**src/rtl/mul_div_unit.sv**
```systemverilog
// Iterative radix-2 multiply/divide unit with HI/LO result registers.
// One shift-add or restoring shift-subtract step per cycle; sign handling is done on magnitudes.
module mul_div_unit #(
    parameter int WIDTH = 32
) (
    input  logic             Clk,
    input  logic             Reset_n,
    input  logic             Start,
    input  logic [1:0]       Op,
    input  logic [WIDTH-1:0] A,
    input  logic [WIDTH-1:0] B,
    input  logic             HI_Wr,
    input  logic             LO_Wr,
    input  logic [WIDTH-1:0] Wr_Data,
    output logic             Busy,
    output logic             Done,
    output logic [WIDTH-1:0] HI,
    output logic [WIDTH-1:0] LO
);

    typedef enum logic [1:0] {
        IDLE = 2'd0,
        CALC = 2'd1,
        FIX  = 2'd2
    } state_t;

    localparam int CW = $clog2(WIDTH + 1);

    state_t             r_state;
    state_t             w_next;
    logic [CW-1:0]      r_cnt;
    logic               r_is_div;
    logic               r_neg_q;
    logic               r_neg_r;
    logic               r_div_zero;
    logic [WIDTH-1:0]   r_opnd;
    logic [WIDTH-1:0]   r_rem;
    logic [WIDTH-1:0]   r_q;
    logic [WIDTH-1:0]   r_hi;
    logic [WIDTH-1:0]   r_lo;
    logic               r_done;
    logic               w_busy;

    logic               w_a_neg;
    logic               w_b_neg;
    logic [WIDTH-1:0]   w_a_mag;
    logic [WIDTH-1:0]   w_b_mag;
    logic [WIDTH:0]     w_mul_sum;
    logic [WIDTH:0]     w_div_shift;
    logic [WIDTH-1:0]   w_div_diff;
    logic               w_div_ge;
    logic [2*WIDTH-1:0] w_prod;
    logic [2*WIDTH-1:0] w_prod_fix;
    logic [WIDTH-1:0]   w_quot_fix;
    logic [WIDTH-1:0]   w_rem_fix;

    // Op[0]=0 selects the signed variants; both operands are reduced to magnitudes.
    assign w_a_neg = ~Op[0] & A[WIDTH-1];
    assign w_b_neg = ~Op[0] & B[WIDTH-1];
    assign w_a_mag = w_a_neg ? -A : A;
    assign w_b_mag = w_b_neg ? -B : B;

    // r_rem:r_q is the shared double-width working register for both operations.
    assign w_mul_sum   = {1'b0, r_rem} + (r_q[0] ? {1'b0, r_opnd} : '0);
    assign w_div_shift = {r_rem, r_q[WIDTH-1]};
    assign w_div_ge    = (w_div_shift >= {1'b0, r_opnd});
    assign w_div_diff  = w_div_shift[WIDTH-1:0] - r_opnd;

    assign w_prod     = {r_rem, r_q};
    assign w_prod_fix = r_neg_q ? -w_prod : w_prod;
    assign w_quot_fix = r_div_zero ? '1 : (r_neg_q ? -r_q : r_q);
    assign w_rem_fix  = r_neg_r ? -r_rem : r_rem;

    always_ff @(posedge Clk or negedge Reset_n) begin
        if (!Reset_n) begin
            r_state <= IDLE;
        end else begin
            r_state <= w_next;
        end
    end

    always_comb begin
        w_next = r_state;
        case (r_state)
            IDLE:    if (Start) w_next = CALC;
            CALC:    if (r_cnt == CW'(WIDTH - 1)) w_next = FIX;
            FIX:     w_next = IDLE;
            default: w_next = IDLE;
        endcase
    end

    always_comb begin
        w_busy = (r_state != IDLE);
    end

    always_ff @(posedge Clk or negedge Reset_n) begin
        if (!Reset_n) begin
            r_cnt      <= '0;
            r_is_div   <= 1'b0;
            r_neg_q    <= 1'b0;
            r_neg_r    <= 1'b0;
            r_div_zero <= 1'b0;
            r_opnd     <= '0;
            r_rem      <= '0;
            r_q        <= '0;
            r_hi       <= '0;
            r_lo       <= '0;
            r_done     <= 1'b0;
        end else begin
            r_done <= (r_state == FIX);
            case (r_state)
                IDLE: begin
                    if (HI_Wr) r_hi <= Wr_Data;
                    if (LO_Wr) r_lo <= Wr_Data;
                    if (Start) begin
                        r_cnt      <= '0;
                        r_is_div   <= Op[1];
                        r_neg_q    <= w_a_neg ^ w_b_neg;
                        r_neg_r    <= w_a_neg;
                        r_div_zero <= Op[1] & (B == '0);
                        r_opnd     <= w_b_mag;
                        r_rem      <= '0;
                        r_q        <= w_a_mag;
                    end
                end
                CALC: begin
                    r_cnt <= r_cnt + CW'(1);
                    if (r_is_div) begin
                        r_rem <= w_div_ge ? w_div_diff : w_div_shift[WIDTH-1:0];
                        r_q   <= {r_q[WIDTH-2:0], w_div_ge};
                    end else begin
                        r_rem <= w_mul_sum[WIDTH:1];
                        r_q   <= {w_mul_sum[0], r_q[WIDTH-1:1]};
                    end
                end
                FIX: begin
                    // A zero divisor leaves |A| as remainder, so the sign fix restores A itself.
                    if (r_is_div) begin
                        r_hi <= w_rem_fix;
                        r_lo <= w_quot_fix;
                    end else begin
                        r_hi <= w_prod_fix[2*WIDTH-1:WIDTH];
                        r_lo <= w_prod_fix[WIDTH-1:0];
                    end
                end
                default: ;
            endcase
        end
    end

    assign Busy = w_busy;
    assign Done = r_done;
    assign HI   = r_hi;
    assign LO   = r_lo;

endmodule

```
**config.mk**
```make
export PLATFORM = sky130hd
export DESIGN_NAME = mul_div_unit
export DESIGN_NICKNAME = d
export VERILOG_FILES = /design/src/rtl/mul_div_unit.sv
export SDC_FILE = /design/constraint.sdc
export NUM_CORES = 1
export LEC_CHECK = 0
export BUFFER_PORTS_ARGS = -buffer_cell sky130_fd_sc_hd__buf_4
export CAP_MARGIN = 20
export CORE_MARGIN = 2
export CORE_UTILIZATION = 30
export CTS_BUF_LIST = sky130_fd_sc_hd__clkbuf_4
export CTS_CLUSTER_SIZE = 28
export DETAILED_ROUTE_END_ITERATION = 16
export PLACE_DENSITY = 0.5
export RECOVER_POWER = 100
export SYNTH_ARGS = -nofsm -noshare
export SYNTH_HDL_FRONTEND = slang
export SYNTH_SLANG_ARGS = --single-unit
```
**constraint.sdc**
```tcl
create_clock -name Clk -period 6.9 [get_ports Clk]
set_input_delay 1.38 -clock Clk [delete_from_list [all_inputs] [get_ports Clk]]
set_output_delay 1.38 -clock Clk [all_outputs]
set_load 0.1 [all_outputs]
```
==> results.json <==
{
  "status": "complete, but fails checks",
  "violations": "max-capacitance violations, max-slew violations",
  "fin_crit_sh_pct": 69.8,
  "yosysUniqueCellTypes": 73,
  "switching_power_uw": 4880,
  "tns_ps": 0,
  "crit_fanout": 62,
  "maxCapViolations": 5,
  "routed_wl_mm": 53.4,
  "viasPerCell": 5.52,
  "synth-seq-cells": 173,
  "peakVddDrop_v": 0.000281,
  "avgSynthCellArea_um2": 7.81,
  "critPathArrivalTime_ps": 5480,
  "fin_nets": 2139,
  "post_cts_buffers": 0,
  "die-area_um2": 50700,
  "synth_cells": 1879,
  "synth-seq-area-share_pct": 29.5,
  "synth_warnings": 0,
  "startpoint": "r_state[1]$_DFFE_PN0P_",
  "timing.rr.start": "r_state[1]$_DFFE_PN0P_",
  "worst_setup_path_start_kind": "flop",
  "fmax_mhz": 208,
  "crit_type": "reg -> reg",
  "pwr_density_cell_nw_per_um2": 513,
  "p_leak_uw": 0.00675,
  "grt_remaining_overflow": 0,
  "cts_buffers": 17,
  "fp-row-count": 81,
  "setup_viol": 0,
  "clkTransAtPathRegs_ps": 160,
  "drt_drc_violations_left": 0,
  "grt_antenna_before_repair": 2,
  "sw_frac_of_total_pct": 57.8,
  "die_width_um": 225,
  "final-hold-violation-count": 0,
  "synth_edf_count": 0,
  "clockPowerShare_pct": 7.4,
  "rsz0062_at_grt": "false",
  "numClockSinks": 173,
  "mappedNetlistArea_um2": 14700,
  "hp-class": "reg -> reg",
  "cp.required_ps": 7570,
  "fin_crit_ps": 4810,
  "cts_resized": 0,
  "holdBufCountCts": 0,
  "skew_ps": 53.6,
  "clk_path_buf_depth": 2,
  "insertion_delay_ps": 800,
  "whs_ps": 496,
  "cts_tree": "yes",
  "finalWeightedCongestion": 0.905,
  "port_buffers": 168,
  "grt_usage_pct": 21.1,
  "reg2reg_to": "r_rem[26]$_DFFE_PN0P_",
  "fp.dieH_um": 225,
  "drive_above_1_share_pct": 8.80,
  "ys.flop_type": "dfrtp_1",
  "cp-end-kind": "flop",
  "crit_end": "r_rem[26]$_DFFE_PN0P_",
  "r2r_cells": 7,
  "initial_core_util_pct": 30.2,
  "syn_nets": 2053,
  "syn2layout_area_growth_pct": 12.2,
  "r2r_slack_ps": 2090,
  "slew_violations": 358,
  "placed_cells": 2568,
  "ioPinCount": 169,
  "dr.pass1.iters": 7,
  "grt_pass1_vias": 13800,
  "cts_max_level": 4,
  "dr_total_vias": 14400,
  "pwr-share-seq_pct": 24.8,
  "finalNonFillerCells": 2606,
  "cts-root-buf": "clkbuf_4",
  "power.internal_uw": 3570,
  "ant_nets": 0,
  "grt_pass1_wl_mm": 82.6,
  "worst_pin_slew_ps": 4240,
  "p_comb_share_pct": 67.8,
  "synth-async-reset-ratio_pct": 100,
  "grt_max_degree": 103,
  "dp_hpwl_mm": 41.0,
  "core_um2": 48600,
  "detail_route.wl_per_cell_um": 20.5,
  "relSlewSlack_pct": -183,
  "drt_iter0_markers": 1312
}
[through the flow]
step	util [%]	power (uW)	worst slack, ps	instance area [um2]
6_report	33.8	8440	2090	16500
5_1_grt	33.8	9070	1610	16500
4_1_cts	34.4	8500	2950	16700
3_3_place_gp	33.8	7850	3060	16400
2_1_floorplan	-	6190	3500	14700
3_5_place_dp	33.8	7850	2980	16500
[cells by family after synthesis]
group	Yosys count	synth area share (%)
and+or+nand+nor	574	18.5
xor gates and xnor gates	170	10.1
muxes	56	3.88
buffers and inverters	183	4.70
AOI/OAI and AO/OA	652	27.1
adders and majority gates	71	6.16
DFF	173	29.5
[synth_stat cells, types with 14 or more instances]
cell        n  area share (%)
a211oi_1   24             1.2
a21o_1     40             2.0
a21oi_1   161             5.5
a22oi_1    14            0.72
a31oi_1    21            0.90
clkbuf_1  106             2.7
dfrtp_1   173              30
ha_1       69             5.9
inv_1      66             1.7
mux2i_1    49             3.3
nand2_1   212             5.4
nand2b_1   22            0.94
nand3_1    35             1.2
nor2_1    141             3.6
nor2b_1    16            0.68
nor3_1     31             1.1
o211ai_1   46             2.4
o21ai_0   204             7.0
o22ai_1    38             1.6
o31ai_1    26             1.3
or3_1      31             1.3
or4_1      15            0.77
xnor2_1   120             7.2
xor2_1     50             3.0
[power by group through the flow]
| stage | sequential (uW) | combinational, uW | clock, uW |
|---|---|---|---|
| finish | 2090 | 5720 | 628 |
| global route | 2160 | 6230 | 688 |
| CTS | 2080 | 5770 | 652 |
| detailed placement | 2100 | 5740 | 0 |
| global placement | 2090 | 5750 | 0 |
| floorplan | 2520 | 3660 | 0 |
[layout make-up]
class | instances | area [um2]
antenna | 6 | 15.0
sequential | 173 | 4330
timing repair buffer | 183 | 1140
inverter | 67 | 251
clock inverter | 14 | 143
multi-input combinational | 1523 | 9660
clock buffer | 18 | 135
tap | 622 | 778
fill | 5234 | 32200
[state kept, by name, summed over array words and instances, names as in the netlist, 2 cells and up]
name     count
r_state      2
HI          32
r_opnd      32
r_cnt        6
LO          32
r_q         32
r_rem       32
[worst min path at each step]
stage                     cells past startpoint  slack (ps)                   start                endpoint
after global routing                          2         520  r_opnd[14]$_DFFE_PN0P_  r_opnd[14]$_DFFE_PN0P_
after detailed placement                      2         470  r_opnd[10]$_DFFE_PN0P_  r_opnd[10]$_DFFE_PN0P_
after floorplan                               2         450  r_opnd[10]$_DFFE_PN0P_  r_opnd[10]$_DFFE_PN0P_
after CTS                                     2         500  r_opnd[10]$_DFFE_PN0P_  r_opnd[10]$_DFFE_PN0P_
final                                         2         500  r_opnd[10]$_DFFE_PN0P_  r_opnd[10]$_DFFE_PN0P_
after global placement                        2         460   r_opnd[5]$_DFFE_PN0P_   r_opnd[5]$_DFFE_PN0P_
[critical path: stages, from the launching register on]
cell	delay, ps
dfrtp_1	590
nor2_1	280
and2_2	170
clkbuf_1	1980
nor2_1	370
clkbuf_1	610
a22o_1	410
a211o_1	270
[routing by layer]
layer / GRT usage (%) / wire length, um / up-vias
li1: - / - / 6987
met1: 30.7 / 26200 / 6905
met2: 32.1 / 23100 / 445
met3: 3.81 / 3180 / 49
met4: 5.55 / 956 / 0
met5: 0 / 0 / -
[cell usage in the layout, fill, tap and decap left out, types with 31 or more instances in the layout]
master and n:
nor2_1 141, nand2_1 211, nand3_1 35, o21ai_0 213, xnor2_1 120, o22ai_1 38, or3_1 31, mux2i_1 49
nor3_1 31, buf_4 109, a21oi_1 160, o211ai_1 47, xor2_1 50, clkbuf_1 72, dfrtp_1 172, inv_1 66
ha_1 69, a21o_1 40
Power figures use the tool's default switching activity.
